--- src/rtl/sobel_edge_filter_if.sv ---
// rtl/sobel_edge_filter_if.sv - column-in / tagged-pixel-out bundle for the Sobel stage
interface sobel_edge_filter_if;
    logic [2:0][6:0] line_buffer_in;
    logic [10:0]     hcount_in;
    logic [9:0]      vcount_in;
    logic            data_valid_in;
    logic [6:0]      pixel_out;
    logic            edge_out;
    logic [10:0]     hcount_out;
    logic [9:0]      vcount_out;
    logic            data_valid_out;

    modport master (
        output line_buffer_in, hcount_in, vcount_in, data_valid_in,
        input  pixel_out, edge_out, hcount_out, vcount_out, data_valid_out
    );

    modport slave (
        input  line_buffer_in, hcount_in, vcount_in, data_valid_in,
        output pixel_out, edge_out, hcount_out, vcount_out, data_valid_out
    );
endinterface

--- src/rtl/sobel_edge_filter.sv ---
// rtl/sobel_edge_filter.sv - 3x3 Sobel magnitude with edge threshold, retagged to the centre pixel
module sobel_edge_filter #(
    parameter int H_ACTIVE  = 320,
    parameter int V_ACTIVE  = 240,
    parameter int MAG_SHIFT = 3,
    parameter int THRESHOLD = 32
) (
    input  logic               clk_in,
    input  logic               rst_in,
    sobel_edge_filter_if.slave bus
);

    typedef enum logic [1:0] {IDLE, FILL, RUN, FLUSH} state_t;

    localparam logic [10:0] H_LAST = 11'(H_ACTIVE - 1);
    localparam logic [9:0]  V_LAST = 10'(V_ACTIVE - 1);
    localparam logic [7:0]  THR    = 8'(THRESHOLD);

    state_t state_q, state_d;
    logic   row_start, accept, flush, emit;

    assign row_start = bus.data_valid_in && (bus.hcount_in == 11'd0);

    always_ff @(posedge clk_in or negedge rst_in) begin
        if (!rst_in) state_q <= IDLE;
        else         state_q <= state_d;
    end

    always_comb begin
        state_d = state_q;
        if (row_start) begin
            state_d = FILL;
        end else begin
            case (state_q)
                IDLE:      state_d = IDLE;
                FILL, RUN: if (bus.data_valid_in)
                               state_d = (bus.hcount_in == H_LAST) ? FLUSH : RUN;
                FLUSH:     state_d = IDLE;
                default:   state_d = IDLE;
            endcase
        end
    end

    // A row-start beat landing on the FLUSH cycle shares the shift: the flush still emits.
    always_comb begin
        flush  = (state_q == FLUSH);
        accept = row_start || (bus.data_valid_in && (state_q == FILL || state_q == RUN));
        emit   = flush || (accept && !row_start);
    end

    logic [2:0][6:0] col_l_q, col_c_q, col_r_q;
    logic [10:0]     hc_c_q, hc_r_q;
    logic [9:0]      vc_c_q, vc_r_q;
    logic            v0_q;

    always_ff @(posedge clk_in or negedge rst_in) begin
        if (!rst_in) begin
            col_l_q <= '0;
            col_c_q <= '0;
            col_r_q <= '0;
            hc_c_q  <= '0;
            hc_r_q  <= '0;
            vc_c_q  <= '0;
            vc_r_q  <= '0;
            v0_q    <= 1'b0;
        end else begin
            v0_q <= emit;
            if (accept || flush) begin
                col_l_q <= col_c_q;
                col_c_q <= col_r_q;
                hc_c_q  <= hc_r_q;
                vc_c_q  <= vc_r_q;
                col_r_q <= accept ? bus.line_buffer_in : '0;
                hc_r_q  <= accept ? bus.hcount_in : '0;
                vc_r_q  <= accept ? bus.vcount_in : '0;
            end
        end
    end

    function automatic logic signed [10:0] px(input logic [6:0] p);
        return $signed({4'd0, p});
    endfunction

    logic signed [10:0] gx_d, gy_d, gx_q, gy_q;
    logic               border_d, border_q;
    logic [10:0]        hc1_q;
    logic [9:0]         vc1_q;
    logic               v1_q;

    // Column index [2] is the top row, [0] the bottom row.
    always_comb begin
        gx_d = (px(col_r_q[2]) + (px(col_r_q[1]) <<< 1) + px(col_r_q[0]))
             - (px(col_l_q[2]) + (px(col_l_q[1]) <<< 1) + px(col_l_q[0]));
        gy_d = (px(col_l_q[0]) + (px(col_c_q[0]) <<< 1) + px(col_r_q[0]))
             - (px(col_l_q[2]) + (px(col_c_q[2]) <<< 1) + px(col_r_q[2]));
        border_d = (hc_c_q == 11'd0) || (hc_c_q == H_LAST)
                || (vc_c_q == 10'd0) || (vc_c_q == V_LAST);
    end

    always_ff @(posedge clk_in or negedge rst_in) begin
        if (!rst_in) begin
            gx_q     <= '0;
            gy_q     <= '0;
            border_q <= 1'b0;
            hc1_q    <= '0;
            vc1_q    <= '0;
            v1_q     <= 1'b0;
        end else begin
            v1_q <= v0_q;
            if (v0_q) begin
                gx_q     <= gx_d;
                gy_q     <= gy_d;
                border_q <= border_d;
                hc1_q    <= hc_c_q;
                vc1_q    <= vc_c_q;
            end
        end
    end

    logic [10:0] abs_x, abs_y, sum_d, mag_d;
    logic [6:0]  pix_d;
    logic        edge_d;

    always_comb begin
        abs_x = gx_q[10] ? $unsigned(-gx_q) : $unsigned(gx_q);
        abs_y = gy_q[10] ? $unsigned(-gy_q) : $unsigned(gy_q);
        sum_d = abs_x + abs_y;
        mag_d = sum_d >> MAG_SHIFT;
        pix_d = (mag_d > 11'd127) ? 7'd127 : mag_d[6:0];
        if (border_q) pix_d = '0;
        edge_d = ({1'b0, pix_d} >= THR);
    end

    logic [6:0]  pix_q;
    logic        edge_q;
    logic [10:0] hco_q;
    logic [9:0]  vco_q;
    logic        vo_q;

    always_ff @(posedge clk_in or negedge rst_in) begin
        if (!rst_in) begin
            pix_q  <= '0;
            edge_q <= 1'b0;
            hco_q  <= '0;
            vco_q  <= '0;
            vo_q   <= 1'b0;
        end else begin
            vo_q <= v1_q;
            if (v1_q) begin
                pix_q  <= pix_d;
                edge_q <= edge_d;
                hco_q  <= hc1_q;
                vco_q  <= vc1_q;
            end
        end
    end

    assign bus.pixel_out      = pix_q;
    assign bus.edge_out       = edge_q;
    assign bus.hcount_out     = hco_q;
    assign bus.vcount_out     = vco_q;
    assign bus.data_valid_out = vo_q;

endmodule

--- src/flat_wrapper.sv ---
// flat-port wrapper written by rule: the top's interface ports become plain ports
module sobel_edge_filter_flat 
#(
    parameter int H_ACTIVE  = 320,
    parameter int V_ACTIVE  = 240,
    parameter int MAG_SHIFT = 3,
    parameter int THRESHOLD = 32
)
  (clk_in, rst_in, bus_line_buffer_in, bus_hcount_in, bus_vcount_in, bus_data_valid_in, bus_pixel_out, bus_edge_out, bus_hcount_out, bus_vcount_out, bus_data_valid_out);
  sobel_edge_filter_if bus_i ();
  input  logic clk_in;
  input  logic rst_in;
  input wire logic [$bits(bus_i.line_buffer_in)-1:0] bus_line_buffer_in;
  input wire logic [$bits(bus_i.hcount_in)-1:0] bus_hcount_in;
  input wire logic [$bits(bus_i.vcount_in)-1:0] bus_vcount_in;
  input wire logic [$bits(bus_i.data_valid_in)-1:0] bus_data_valid_in;
  output wire logic [$bits(bus_i.pixel_out)-1:0] bus_pixel_out;
  output wire logic [$bits(bus_i.edge_out)-1:0] bus_edge_out;
  output wire logic [$bits(bus_i.hcount_out)-1:0] bus_hcount_out;
  output wire logic [$bits(bus_i.vcount_out)-1:0] bus_vcount_out;
  output wire logic [$bits(bus_i.data_valid_out)-1:0] bus_data_valid_out;
  assign bus_i.line_buffer_in = bus_line_buffer_in;
  assign bus_i.hcount_in = bus_hcount_in;
  assign bus_i.vcount_in = bus_vcount_in;
  assign bus_i.data_valid_in = bus_data_valid_in;
  assign bus_pixel_out = bus_i.pixel_out;
  assign bus_edge_out = bus_i.edge_out;
  assign bus_hcount_out = bus_i.hcount_out;
  assign bus_vcount_out = bus_i.vcount_out;
  assign bus_data_valid_out = bus_i.data_valid_out;
  sobel_edge_filter #(.H_ACTIVE(H_ACTIVE), .V_ACTIVE(V_ACTIVE), .MAG_SHIFT(MAG_SHIFT), .THRESHOLD(THRESHOLD)) u_core (.clk_in(clk_in), .rst_in(rst_in), .bus(bus_i));
endmodule
--- config.mk ---
export PLATFORM = sky130hd
export DESIGN_NAME = sobel_edge_filter_flat
export DESIGN_NICKNAME = d
export VERILOG_FILES = /design/src/rtl/sobel_edge_filter_if.sv /design/src/rtl/sobel_edge_filter.sv /design/src/flat_wrapper.sv
export SDC_FILE = /design/constraint.sdc
export NUM_CORES = 1
export LEC_CHECK = 0
export BUFFER_PORTS_ARGS = -buffer_cell sky130_fd_sc_hd__buf_2
export CAP_MARGIN = 5
export CORE_ASPECT_RATIO = 0.8
export CORE_MARGIN = 2
export CORE_UTILIZATION = 30
export DETAILED_ROUTE_END_ITERATION = 8
export MAX_ROUTING_LAYER = met4
export SETUP_SLACK_MARGIN = 0.4
export SYNTH_ARGS = -nofsm -noshare
export SYNTH_HDL_FRONTEND = slang
export SYNTH_SLANG_ARGS = --single-unit
--- constraint.sdc ---
create_clock -name clk_in -period 4.31 [get_ports clk_in]
set_input_delay 0.431 -clock clk_in [delete_from_list [all_inputs] [get_ports clk_in]]
set_output_delay 0.431 -clock clk_in [all_outputs]
set_load 0.02 [all_outputs]
Word level (Yosys, flattened, before mapping):

Cells that the tools add are included.

* flip-flop bits (word level): 183
* latch bits: 0
* bits in writable memories: 0
* bits in read-only memories: 0
* input bits: 45
* memories: 0

* add/sub/neg operators: 13
* multiply operators: 0
* divide/modulo/power cells: 0
* order comparisons: 2
* eq/ne operators: 7
* shift operators: 0
* muxes and demuxes: 11
* bitwise logic cells: 0
* reductions and logical operators: 17

Operator list (count)
* adder 11 x 8 -> 11 bit: 4
* adder 7 x 8 -> 9 bit: 4
* two-way mux 11 bit: 3
* == test 11 x 9 -> 1 bit (second input constant): 2
* logical NOT 11 bit: 2
* negation 11 bit: 2
* subtractor 11 bit: 2
* two-way mux 21 bit: 1
* two-way mux 7 bit: 2
* adder 11 bit: 1
* == test 10 x 8 -> 1 bit (second input constant): 1
* logical NOT 10 bit: 1
* two-way mux 10 bit: 1
* > comparator 8 x 7 -> 1 bit (second input constant): 1
* >= comparator 7 x 6 -> 1 bit (second input constant): 1
* logical OR 1 bit: 7
* == test 2 bit (second input constant): 2
* two-way mux 2 bit: 2
* case mux 2 bit (2 select lines): 1
* OR reduction 2 bit: 2
* logical AND 1 bit: 3
* inequality test 3 x 2 -> 1 bit (second input constant): 1
* == test 2 x 1 -> 1 bit (second input constant): 1
* logical NOT 2 bit: 1
* other kinds (2): 2

Depth between registers and ports, before layout:

* depth after elaboration: 7
* gate-level depth with buffers: 18

Worst setup path after synthesis:

Ideal clock, no wire load.

* path kind: register -> register
* from: register u_core.col_l_q[16] in the netlist's numbering
* to: register u_core.gx_q[10]
* setup time: 65 ps
* data arrival time: 3801 ps
* required time: 4245 ps
* slack: 444 ps
* stages on the path, launching flop included: 17
* path buffers: 0
* path through: dfrtp_1 > ha_1 > a21o_1 > a21oi_1 > o21bai_1 > a21oi_1 > xor2_1 > fa_1 > inv_1 > fa_1 > inv_1 > ha_1 > a2111oi_0 > inv_1 > o22a_1 > a21oi_1 > o221a_2

* longest elaborated chain between the ends: 3

RTL lines
* from (decl): RTL line sobel_edge_filter.sv:51 `logic [2:0][6:0] col_l_q, col_c_q, col_r_q;`
* from (signal assigned): RTL line sobel_edge_filter.sv:69 `col_l_q <= col_c_q;`
* adder 7 x 8 -> 9 bit: RTL line sobel_edge_filter.sv:93 `- (px(col_l_q[2]) + (px(col_l_q[1]) <<< 1) + px(col_l_q[0]));`
* adder 11 x 8 -> 11 bit: RTL line sobel_edge_filter.sv:93
* subtractor 11 bit: RTL line sobel_edge_filter.sv:93
* to (signal assigned): RTL line sobel_edge_filter.sv:111 `gx_q <= gx_d;`
* to (decl): RTL line sobel_edge_filter.sv:84 `logic signed [10:0] gx_d, gy_d, gx_q, gy_q;`

No other way between the ends.
A chain may end at the register's enable or synchronous reset.

Worst setup path in the final report:

* from: register u_core.col_c_q[0] in the netlist's numbering
* to: register u_core.gy_q[7]

* longest elaborated chain between the ends: 3

RTL lines
* from (decl): RTL line sobel_edge_filter.sv:51
* from (signal assigned): RTL line sobel_edge_filter.sv:70 `col_c_q <= col_r_q;`
* adder 7 x 8 -> 9 bit: RTL line sobel_edge_filter.sv:94 `gy_d = (px(col_l_q[0]) + (px(col_c_q[0]) <<< 1) + px(col_r_q[0]))`
* adder 11 x 8 -> 11 bit: RTL line sobel_edge_filter.sv:94
* subtractor 11 bit: RTL line sobel_edge_filter.sv:95 `- (px(col_l_q[2]) + (px(col_c_q[2]) <<< 1) + px(col_r_q[2]));`
* to (signal assigned): RTL line sobel_edge_filter.sv:112 `gy_q <= gy_d;`
* to (decl): RTL line sobel_edge_filter.sv:84

No other way between the ends.

==> run summary <==
SETUP PATH
-----------------------------------------------------------------------------------------------------------------
Biggest cell delay along the critical path                                                                0.53 ns
Crit path DAT                                                                                             4.13 ns
Nature of the critical path endpoint                                                                     register
Type of the setup path with the least slack                                                          register to register
Data required time at the worst endpoint                                                                  4.65 ns
Library cell appearing most often on the critical path                                                      inv_2
Critical Path Source Type                                                                                register
Crit path max-delay cell type                                                                                fa_1
Chain of cells forming the critical path                                                             ha_4, inv_2, fa_2, inv_2, a21oi_2, o21bai_1, xor2_1, fa_1, inv_2, fa_1, inv_2, ha_4, and3_4, a21oi_4, o21ai_2, o21a_1, o21a_1, o31ai_2
Largest fanout on the critical path                                                                             3

SYNTH
-----------------------------------------------------------------------------------------------------------------
Number of warning messages in the yosys log                                                                     0
Number of enable-type register cells in the synthesized netlist                                                 0
Post-synth top area cell                                                                                  dfrtp_1
Largest cells by area after synthesis                                                                dfrtp_1, ha_1, mux2_2, fa_1, o21ai_0
Arithmetic-cell share of the synthesized area counting full adders, half adders and majority gates          13.9%
Largest family of logic cells by synthesized area                                                     adder cells
Synth Area in XOR/XNOR                                                                                      4.42%
Synthesis-stage register bit count                                                                            183
Net count after synthesis                                                                                   1,104
Prevailing post-synth register cell                                                                       dfrtp_1
Proportion of synthesized flip-flops having asynchronous set or reset                                        100%
Count of unique library cells instantiated by Yosys                                                            58
Simple logic cell fraction of the synthesized area                                                          9.57%
Synthesized area divided by synthesized cell count                                                      10.9 um^2
Sequential-to-total area share from yosys stat                                                              43.7%
Cell area after synthesis                                                                             10,500 um^2
Fraction of synthesized cell area taken by the top area cell type                                           43.7%
Fraction of the mapped netlist area in compound gates                                                       11.4%
Number of standard cells after synthesis                                                                      962
Mux share of post-synthesis cell area                                                                       11.8%

DETAILED ROUTING
-----------------------------------------------------------------------------------------------------------------
Routed wire length                                                                                        22.7 mm
Drt first-iter violations                                                                                     353
DR vias                                                                                                     7,006
Post-detailed-route DRC marker count                                                                            0
Antenna viol nets, final                                                                                        0
Detailed-router iteration count before antenna repair                                                           4
Average via count per standard cell                                                                          4.59
Post-detailed-route wirelength per cell                                                                   14.9 um

CLOCK NETWORK
-----------------------------------------------------------------------------------------------------------------
CTS tree                                                                                                     done
Hold-fix buffer count after cts                                                                                 0
Number of sinks driven by the clock tree                                                                      183
Skew-Pair Late Insertion Delay                                                                            0.44 ns
Clock edge transition at the registers on the reported setup and hold paths                               0.08 ns
Maximum level of the CTS H-tree                                                                                 4
Clock Tree Buf Depth                                                                                            2
Buffer cell driving the clock tree root                                                                 clkbuf_16
Cts bufs inserted                                                                                              17

GLOBAL ROUTE
-----------------------------------------------------------------------------------------------------------------
Final global-route overflow total                                                                               0
GRT Total Usage                                                                                             13.4%
Antenna violations before repair                                                                                0
First-pass GRT wire length                                                                                37.5 mm
Number of global-route vias before repair                                                                   7,266
Largest net degree at the start of global routing                                                             126

FINAL LAYOUT
-----------------------------------------------------------------------------------------------------------------
Most frequent standard cell in the layout excluding fill and tap cells                                    dfrtp_1
Core utilization of the finished layout                                                                     35.6%
Antenna diode count                                                                                             0
Most frequent cells in the layout                                                                    dfrtp_1, inv_1, nand2_1, buf_2
Share of post-route cells with drive strength above 1                                                       26.9%
Synth-to-layout area growth                                                                                 17.4%
Count of nets after finishing                                                                               1,184

FLOORPLAN
-----------------------------------------------------------------------------------------------------------------
Top-level port count                                                                                           75
Total Die Area                                                                                        36,400 um^2
Die extent in y                                                                                            171 um
Initial Util                                                                                                30.3%
Number of standard-cell rows in the floorplan                                                                  61
Die W                                                                                                      213 um
Core area                                                                                             34,600 um^2

PWR
-----------------------------------------------------------------------------------------------------------------
Total power density per cell area                                                                     316 nW/um^2
Peak VDD IR                                                                                              0.200 mV
Total leakage power                                                                                       5.91 nW

TIMING
-----------------------------------------------------------------------------------------------------------------
Max Slew Vio Count                                                                                              0
Largest clock skew in the final design                                                                  0.0180 ns
Final setup TNS                                                                                              0 ns
Number of endpoints with negative hold slack in the final report                                                0
Min setup slack post-route                                                                               0.523 ns
Final worst-path cycle share                                                                                87.9%
Clock period minus worst slack                                                                            3.79 ns
Final Setup Violations                                                                                          0
Relative slew slack                                                                                         34.9%
Setup repair after global routing missed its margin                                                           yes
Worst Max-Slew Pin Slew                                                                                  0.977 ns
FMAX                                                                                                      264 MHz

WORST HOLD PATH
-----------------------------------------------------------------------------------------------------------------
Hold WC Path Type                                                                                    input pin to asynchronous set/reset pin

FLOW RUN
-----------------------------------------------------------------------------------------------------------------
Max-cap viol count                                                                                              0

PLACEMENT
-----------------------------------------------------------------------------------------------------------------
HPWL Detailed                                                                                             16.1 mm
Buffers on Ports                                                                                               74
Final Wtd Congestion                                                                                        0.823
Worst slack, placed                                                                                      0.116 ns

STATUS
-----------------------------------------------------------------------------------------------------------------
Outcome                                                                                              complete, no violations

-- metrics by stage --
stage,hold slack [ns],power [mW],std cells,cell area [um^2]
floorplan,0.135,2.08,962,10500
global placement,0.481,2.22,1483,11400
detailed placement,0.492,2.23,1483,11400
CTS,0.177,3.88,1521,12100
global route,0.194,4.07,1527,12300
finish,0.136,3.89,1527,12300
-- layout make-up --
class / count / area (um^2)
Inverter: 102 / 383
Tap cell: 472 / 591
Timing Repair Buffer: 94 / 554
Clock inverter: 14 / 173
Sequential cell: 183 / 4580
Multi-Input combinational cell: 644 / 5570
Fill cell: 3431 / 22300
Clock buffer: 18 / 439
-- Yosys cell counts, drive strengths merged (2+ instances only) --
master	number
a31oi	4
inv	101
mux2	98
nand4	7
a22oi	2
nor4b	2
nor2b	11
fa	32
nor2	24
a21boi	3
o21bai	10
o21a	7
clkbuf	17
nor3	9
nand2b	39
xnor2	43
o41ai	2
and3	2
o31ai	16
o21ai	81
dfrtp	183
nor4	8
a21o	14
a211oi	4
a21oi	35
xor2	9
o211ai	2
a221oi	2
a31o	2
nand2	87
nor3b	2
buf	16
nand3	8
mux2i	3
ha	65
-- final timing paths --
kind | start | endpoint | slack, ns | cells after the start
worst max-delay path | u_core.col_c_q[0]$_DFFE_PN0P_ | u_core.gy_q[7]$_DFFE_PN0P_ | 0.52 | 18
worst min-delay path | rst_in | u_core.hc_r_q[8]$_DFFE_PN0P_ | 0.14 | 1
worst max register to register | u_core.col_c_q[0]$_DFFE_PN0P_ | u_core.gy_q[7]$_DFFE_PN0P_ | 0.52 | 18
worst min register to register | u_core.bus.vcount_out[0]$_DFFE_PN0P_ | u_core.bus.vcount_out[0]$_DFFE_PN0P_ | 0.50 | 1
max in group asynchronous | rst_in | u_core.bus.vcount_out[0]$_DFFE_PN0P_ | 3.15 | 2
min in group clk_in | bus_vcount_in[7] | u_core.vc_r_q[7]$_DFFE_PN0P_ | 0.19 | 3
-- flip-flops by register name, summed over array words and instances, names as in the netlist, 11 cells and up --
signal                 count
u_core.bus.hcount_out     11
u_core.col_c_q            21
u_core.col_l_q            21
u_core.col_r_q            21
u_core.gx_q               11
u_core.gy_q               11
u_core.hc1_q              11
u_core.hc_c_q             11
u_core.hc_r_q             11
-- logic make-up (layout without fill, tap and decap cells) --
kind of cell | count (synthesis) | in the layout
compound gates | 192 | 192
fa+ha+maj | 97 | 97
xor+xnor | 52 | 52
simple gates | 202 | 202
flops | 183 | 183
mux | 101 | 101
buf+inv | 135 | 228
-- worst max-delay path, delay by kind of cell, from the launching register on --
kind | cells | cell delay [ns]
DFF | 1 | 0.42
buffers and inverters | 4 | 0.20
adders and majority gates | 5 | 1.75
and+or+nand+nor | 1 | 0.16
xor gates and xnor gates | 1 | 0.12
AOI/OAI and AO/OA | 7 | 1.04
-- per-layer routing --
metal | global-route usage, % | vias to the layer above | share of wire, %
li1 | - | 3445 | -
met1 | 19.0 | 3474 | 52
met2 | 20.1 | 72 | 45
met3 | 2.11 | 15 | 2.2
met4 | 3.28 | 0 | 0.76
met5 | - | - | 0
-- power by group --
part | internal, mW | switching (mW) | leakage (nW)
logic | 0.238 | 0.280 | 3.27
registers | 1.74 | 0.0245 | 2.34
clock network | 0.807 | 0.797 | 0.299
-- repair_timing --
| item | 4_1_cts | 5_1_grt |
|---|---|---|
| setup buffers | 6 | 6 |
| setup endpoints to repair | 7 | 11 |
| gates resized for setup | 17 | 45 |
| pin swaps | 5 | 33 |
Note: power is estimated with default switching activity, not from simulation.
